<file path="src/rtl/riscv_pkg.sv">
// Shared RISC-V core definitions: decoded control word layout and ALUop encodings.
package riscv_pkg;

    typedef struct packed {
        logic       mem_read;
        logic       mem_to_reg;
        logic       mem_write;
        logic       reg_write;
        logic       branch;
        logic       alu_src;
        logic [1:0] alu_op;
    } ctrl_t;

    localparam logic [1:0] ALUOP_ADD    = 2'b00;
    localparam logic [1:0] ALUOP_BRANCH = 2'b01;
    localparam logic [1:0] ALUOP_FUNCT  = 2'b10;

    localparam ctrl_t CTRL_NOP = '0;

endpackage

</file>
<file path="src/rtl/sat_counter.sv">
// Saturating up-counter with asynchronous active-high clear; holds at all-ones.
module sat_counter #(
    parameter int unsigned W = 32
) (
    input  logic         clk,
    input  logic         reset,
    input  logic         inc,
    output logic [W-1:0] count
);

    logic [W-1:0] count_q, count_d;

    always_comb begin
        count_d = count_q;
        if (inc && (count_q != {W{1'b1}})) begin
            count_d = count_q + 1'b1;
        end
    end

    always_ff @(posedge clk or posedge reset) begin
        if (reset) begin
            count_q <= '0;
        end else begin
            count_q <= count_d;
        end
    end

    assign count = count_q;

endmodule

</file>
<file path="src/rtl/id_ex_pipe.sv">
// ID/EX pipeline register with stall (hold), flush (bubble) and valid tag.
// Define PERF_CNT_EN to add saturating stall/flush event counters.
module id_ex_pipe
    import riscv_pkg::*;
#(
    parameter int unsigned XLEN  = 32,
    parameter int unsigned CNT_W = 32
) (
    input  logic            clk,
    input  logic            reset,
    input  logic            stall,
    input  logic            flush,
    input  logic            id_valid,
    input  logic            id_MemRead,
    input  logic            id_MemtoReg,
    input  logic            id_MemWrite,
    input  logic            id_RegWrite,
    input  logic            id_Branch,
    input  logic            id_ALUSrc,
    input  logic [1:0]      id_ALUop,
    input  logic [XLEN-1:0] id_pc,
    input  logic [XLEN-1:0] id_rs1_data,
    input  logic [XLEN-1:0] id_rs2_data,
    input  logic [XLEN-1:0] id_imm,
    input  logic [4:0]      id_rs1,
    input  logic [4:0]      id_rs2,
    input  logic [4:0]      id_rd,
    input  logic [2:0]      id_funct3,
    input  logic [6:0]      id_funct7,
    output logic            ex_valid,
    output logic            ex_MemRead,
    output logic            ex_MemtoReg,
    output logic            ex_MemWrite,
    output logic            ex_RegWrite,
    output logic            ex_Branch,
    output logic            ex_ALUSrc,
    output logic [1:0]      ex_ALUop,
    output logic [XLEN-1:0] ex_pc,
    output logic [XLEN-1:0] ex_rs1_data,
    output logic [XLEN-1:0] ex_rs2_data,
    output logic [XLEN-1:0] ex_imm,
    output logic [4:0]      ex_rs1,
    output logic [4:0]      ex_rs2,
    output logic [4:0]      ex_rd,
    output logic [2:0]      ex_funct3,
`ifdef PERF_CNT_EN
    output logic [6:0]      ex_funct7,
    output logic [CNT_W-1:0] stall_cnt,
    output logic [CNT_W-1:0] flush_cnt
`else
    output logic [6:0]      ex_funct7
`endif
);

    if (CNT_W == 0) begin : g_cnt_w_check
        $error("CNT_W must be nonzero");
    end

    ctrl_t           ctrl_q, ctrl_d, id_ctrl;
    logic            valid_q, valid_d;
    logic [XLEN-1:0] pc_q, pc_d;
    logic [XLEN-1:0] rs1_data_q, rs1_data_d;
    logic [XLEN-1:0] rs2_data_q, rs2_data_d;
    logic [XLEN-1:0] imm_q, imm_d;
    logic [4:0]      rs1_q, rs1_d;
    logic [4:0]      rs2_q, rs2_d;
    logic [4:0]      rd_q, rd_d;
    logic [2:0]      funct3_q, funct3_d;
    logic [6:0]      funct7_q, funct7_d;

    assign id_ctrl = '{
        mem_read:   id_MemRead,
        mem_to_reg: id_MemtoReg,
        mem_write:  id_MemWrite,
        reg_write:  id_RegWrite,
        branch:     id_Branch,
        alu_src:    id_ALUSrc,
        alu_op:     id_ALUop
    };

    // Flush takes priority over stall; a bubble clears the whole slot, not just controls.
    always_comb begin
        ctrl_d     = ctrl_q;
        valid_d    = valid_q;
        pc_d       = pc_q;
        rs1_data_d = rs1_data_q;
        rs2_data_d = rs2_data_q;
        imm_d      = imm_q;
        rs1_d      = rs1_q;
        rs2_d      = rs2_q;
        rd_d       = rd_q;
        funct3_d   = funct3_q;
        funct7_d   = funct7_q;
        if (flush) begin
            ctrl_d     = CTRL_NOP;
            valid_d    = 1'b0;
            pc_d       = '0;
            rs1_data_d = '0;
            rs2_data_d = '0;
            imm_d      = '0;
            rs1_d      = '0;
            rs2_d      = '0;
            rd_d       = '0;
            funct3_d   = '0;
            funct7_d   = '0;
        end else if (!stall) begin
            ctrl_d     = id_ctrl;
            valid_d    = id_valid;
            pc_d       = id_pc;
            rs1_data_d = id_rs1_data;
            rs2_data_d = id_rs2_data;
            imm_d      = id_imm;
            rs1_d      = id_rs1;
            rs2_d      = id_rs2;
            rd_d       = id_rd;
            funct3_d   = id_funct3;
            funct7_d   = id_funct7;
        end
    end

    always_ff @(posedge clk or posedge reset) begin
        if (reset) begin
            ctrl_q     <= CTRL_NOP;
            valid_q    <= 1'b0;
            pc_q       <= '0;
            rs1_data_q <= '0;
            rs2_data_q <= '0;
            imm_q      <= '0;
            rs1_q      <= '0;
            rs2_q      <= '0;
            rd_q       <= '0;
            funct3_q   <= '0;
            funct7_q   <= '0;
        end else begin
            ctrl_q     <= ctrl_d;
            valid_q    <= valid_d;
            pc_q       <= pc_d;
            rs1_data_q <= rs1_data_d;
            rs2_data_q <= rs2_data_d;
            imm_q      <= imm_d;
            rs1_q      <= rs1_d;
            rs2_q      <= rs2_d;
            rd_q       <= rd_d;
            funct3_q   <= funct3_d;
            funct7_q   <= funct7_d;
        end
    end

    assign ex_valid    = valid_q;
    assign ex_MemRead  = ctrl_q.mem_read;
    assign ex_MemtoReg = ctrl_q.mem_to_reg;
    assign ex_MemWrite = ctrl_q.mem_write;
    assign ex_RegWrite = ctrl_q.reg_write;
    assign ex_Branch   = ctrl_q.branch;
    assign ex_ALUSrc   = ctrl_q.alu_src;
    assign ex_ALUop    = ctrl_q.alu_op;
    assign ex_pc       = pc_q;
    assign ex_rs1_data = rs1_data_q;
    assign ex_rs2_data = rs2_data_q;
    assign ex_imm      = imm_q;
    assign ex_rs1      = rs1_q;
    assign ex_rs2      = rs2_q;
    assign ex_rd       = rd_q;
    assign ex_funct3   = funct3_q;
    assign ex_funct7   = funct7_q;

`ifdef PERF_CNT_EN
    // A stall masked by a flush is counted as a flush only.
    sat_counter #(
        .W(CNT_W)
    ) u_stall_cnt (
        .clk  (clk),
        .reset(reset),
        .inc  (stall & ~flush),
        .count(stall_cnt)
    );

    sat_counter #(
        .W(CNT_W)
    ) u_flush_cnt (
        .clk  (clk),
        .reset(reset),
        .inc  (flush),
        .count(flush_cnt)
    );
`endif

endmodule

</file>
<file path="config.mk">
export PLATFORM = sky130hd
export DESIGN_NAME = id_ex_pipe
export DESIGN_NICKNAME = d
export VERILOG_FILES = /design/src/rtl/riscv_pkg.sv /design/src/rtl/sat_counter.sv /design/src/rtl/id_ex_pipe.sv
export SDC_FILE = /design/constraint.sdc
export NUM_CORES = 1
export LEC_CHECK = 0
export ABC_CLOCK_PERIOD_IN_PS = 11100
export BUFFER_PORTS_ARGS = -buffer_cell sky130_fd_sc_hd__buf_2
export CORE_AREA = 2 2 126 128
export DETAILED_ROUTE_END_ITERATION = 12
export DIE_AREA = 0 0 128 130
export MAX_ROUTING_LAYER = met4
export PLACE_DENSITY = 0.83
export SETUP_SLACK_MARGIN = 0.15
export SYNTH_ARGS = -nofsm -noshare
export SYNTH_HDL_FRONTEND = slang
export SYNTH_SLANG_ARGS = --single-unit
</file>
<file path="constraint.sdc">
create_clock -name clk -period 11.1 [get_ports clk]
set_input_delay 2.22 -clock clk [delete_from_list [all_inputs] [get_ports clk]]
set_output_delay 2.22 -clock clk [all_outputs]
set_load 0.005 [all_outputs]
</file>
# Word-level counts from Yosys, hierarchy flattened
# Index checks and enable logic that the tools add are counted.
# op_classes
multipliers,0
n_eq_ne,1
n_reduce_logical,0
n_div,0
n_addsub,0
n_lt_le_gt_ge,0
shift,0
mux,22
bitwise_logic,0
# op_table
op,count
two-way mux 32 bit,8
two-way mux 5 bit,6
two-way mux 8 bit,2
two-way mux 7 bit,2
two-way mux 3 bit,2
two-way mux 1 bit,2
!= test 2 x 1 -> 1 bit (second input constant),1
# word_totals
out_inout_bits,162
rom_bits,0
memories,0
latch_bits,0
ramBits,0
in_bits,166
elab_cells,40
regBits,162

# Depth between registers and ports, before layout
# logic_depth
word_depth,2
mapped_depth,5
depth_no_buf,2

# Worst setup path after synthesis
# Ideal clock, no wire load.
# synth_timing
path_type,in2reg
start,input port stall
end,"register imm_q[29], in the netlist ex_imm[29]"
stages,5
path_buffers,3
required_ns,10.979
setup_ns,0.121
arrival_time_ns,2.890
slack_ns,8.088
path_cell_list,buf_4 > buf_6 > buf_6 > mux2i_1 > nor2_1
# synth_via
elab_chain_cells,1
# synth_lines
item,line,source
"start, declared",id_ex_pipe.sv:11,"input logic stall,"
!= test 2 x 1 -> 1 bit (no line),--,
"end signal, assigned",id_ex_pipe.sv:140,imm_q <= imm_d;
"end, declared",id_ex_pipe.sv:64,"logic [XLEN-1:0] imm_q, imm_d;"
# Every way passes these cells.
# A chain may end at the register's enable or synchronous reset.

# Final worst setup path
# layout_timing
start,input port stall
end,"register rs2_data_q[5], in the netlist ex_rs2_data[5]"
# layout_via
elab_chain_cells,1
# layout_lines
item,line,source
!= test 2 x 1 -> 1 bit (no line),--,
"end signal, assigned",id_ex_pipe.sv:139,rs2_data_q <= rs2_data_d;
"end, declared",id_ex_pipe.sv:63,"logic [XLEN-1:0] rs2_data_q, rs2_data_d;"
# Every way passes these cells.

==> results_dict.tcl <==
set metrics [dict create \
    status "completed" \
    min_path_type "reg2reg" \
    synth.net_count 689 \
    power_switching_uw 340 \
    cp-end-kind "flop" \
    tns_ns 0 \
    cts_buffers 17 \
    cts.sinks 162 \
    fp.dieW_um 128 \
    antenna_found_initial 0 \
    cp_max_fo 99 \
    post_cts_buffers 0 \
    num_antenna_cells 0 \
    fin_area_um2 8800 \
    grt_pass1_vias 4800 \
    synth_cell_types 8 \
    finalHoldViolCount 0 \
    hold_ws_ns 0.516 \
    routed-wl-met2_um 7750 \
    synth_area_per_cell_um2 12.5 \
    powerDensity_nw_per_um2 158 \
    worstPathCellList "clkbuf_8 -> buf_4 -> mux2i_1 -> nor2_1" \
    critical-path-slowest-cell "buf_4" \
    skew_ns 0 \
    wl_per_cell_um 15.2 \
    grt_max_degree 100 \
    num_rows 46 \
    rr_endpoint "ex_rs1_data[8]$_DFFE_PP0P_" \
    clkPwrFrac_pct 42.4 \
    most-common-layout-cells "325 x buf_2, 162 x mux2i_1, 162 x nor2_1, 162 x dfrtp_1, 17 x clkbuf_16" \
    cp-start-kind "input port" \
    layout-drive-gt1-share_pct 42.6 \
    vias 4988 \
    min_from "ex_rs2_data[7]$_DFFE_PP0P_" \
    dieArea_um2 16600 \
    cts.repair.resized 0 \
    crit_arrival_ns 4.32 \
    sequentialPowerShare_pct 46.1 \
    first_pass_iters 4 \
    cts-root-buf "clkbuf_16" \
    reg2reg_depth 2 \
    clkSlewWorstSetupHoldPaths_ns 0.06 \
    period_share_pct 36.6 \
    whs_endpoint "ex_rs2_data[7]$_DFFE_PP0P_" \
    wl_met3_um 1080 \
    synth_area_um2 6540 \
    clock_path_buffers 2 \
    slew_headroom_pct 28.6 \
    power.leakage_nw 5.19 \
    required_ns 11.36 \
    dp_hpwl_um 11100 \
    via_per_inst 4.79 \
    die_y_um 130 \
    vdd.ir_drop.worst_v 0.0000942 \
    yosys_warnings 0 \
    ant_nets 0 \
    p_int_mw 1.05 \
    top_layer "met4" \
    p_sw_share_pct 24.5 \
    drt-met1-wl_um 6640 \
    cts_hold_buf 0 \
    start_util_pct 42.4 \
    pwr-share-comb_pct 11.5 \
    min_period_ns 4.06 \
    tightestPinTransition_ns 1.07 \
    io_pins 328 \
    yosysSeqAreaShare_pct 62.0 \
    rsz0062_at_grt "no" \
    cap_violations 0 \
    setup_slack_ns 7.04 \
    drt_iter0_markers 243 \
    critical-path-top-delay-family "buffers and inverters" \
    drv_slew 0 \
    drc 0 \
    routed_wl_um 15800 \
    fmaxAchievable_ghz 0.246 \
    ys_ff_latch 162 \
    synthToLayoutAreaGrowth_pct 34.7 \
    gp_congestion 0.772 \
    final_common_cell "buf_2" \
    io_buffers 327 \
    overflow 0 \
    place_area_um2 8200 \
    htree_levels 4 \
    hold-path-cell-count 2 \
    cpPeakStageDelay_ns 0.96 \
    grt_pass1_wl_um 24100 \
    nets 1002 \
    reg2reg_setup_slack_ns 10.33 \
    cts_tree "built" \
    crit_buf_inv 2 \
    worstSkewPairLatency_ns 0.41 \
    synthesis.instances 523 \
    fp.coreArea_um2 15400 \
    grt_use_total_pct 19.0 \
    path_class "in2reg" \
    pre_cts_ws_ns 6.57 \
    setup_viol 0 \
    rr_startpoint "ex_rs1_data[8]$_DFFE_PP0P_" \
]
power groups by stage:
stage / Combinational (mW) / Clock [mW] / Sequential, mW
global placement: 0.158 / 0 / 0.651
finish: 0.159 / 0.590 / 0.641
detailed placement: 0.162 / 0 / 0.651
global route: 0.178 / 0.631 / 0.644
CTS: 0.163 / 0.606 / 0.641
floorplan: 0.0829 / 0 / 0.654
through the flow:
step,std cells,total power [mW],utilization [%]
final,1041,1.39,57.1
after global routing,1041,1.45,57.1
after CTS,1041,1.41,57.1
after detailed placement,1009,0.814,53.2
after global placement,1009,0.809,53.2
after floorplan,523,0.737,-
cells in the mapped netlist (all sizes together):
cell type	instances	share of area, %
mux2i	162	25
buf	27	3.3
clkbuf	9	0.52
dfrtp	162	62
inv	1	0.057
nor2	162	9.3
worst max path at each step:
stage | endpoint | depth (start not counted) | startpoint
global placement | ex_pc[14]$_DFFE_PP0P_ | 4 | stall
detailed placement | ex_rs2_data[2]$_DFFE_PP0P_ | 4 | stall
finish | ex_rs2_data[5]$_DFFE_PP0P_ | 4 | stall
CTS | ex_rs2_data[2]$_DFFE_PP0P_ | 4 | stall
floorplan | ex_ALUSrc$_DFFE_PP0P_ | 1 | reset
global route | ex_imm[0]$_DFFE_PP0P_ | 4 | stall
logic make-up after synthesis:
| group | share of synthesized area [%] |
|---|---|
| and+or+nand+nor | 9.30 |
| buffers and inverters | 3.85 |
| DFF | 62.0 |
| muxes | 24.8 |
worst reg2reg max path, delay by kind of cell (launching register included):
family | cells | cell delay, ns
and+or+nand+nor | 1 | 0.06
muxes | 1 | 0.16
DFF | 1 | 0.40
flip-flops by register name, indices dropped and copies added, names as in the netlist, 5 cells and up:
name	cells
ex_pc	32
ex_rs1_data	32
ex_rs1	5
ex_rd	5
ex_funct7	7
ex_imm	32
ex_rs2_data	32
ex_rs2	5
routing by layer:
metal | vias to the layer above | track usage, %
met1 | 2381 | 23.0
met5 | - | -
met3 | 28 | 5.13
met2 | 222 | 30.7
met4 | 0 | 7.18
li1 | 2357 | -
final cells by class:
cell class                 count  area (µm²)
tap                          192         240
timing repair buffer         330        1670
sequential                   162        4050
inverter                       1        8.76
multi-input combinational    324        2230
clock inverter                12         145
fill                        1343        6620
clock buffer                  20         457
Note: power is estimated with default switching activity, not from simulation.
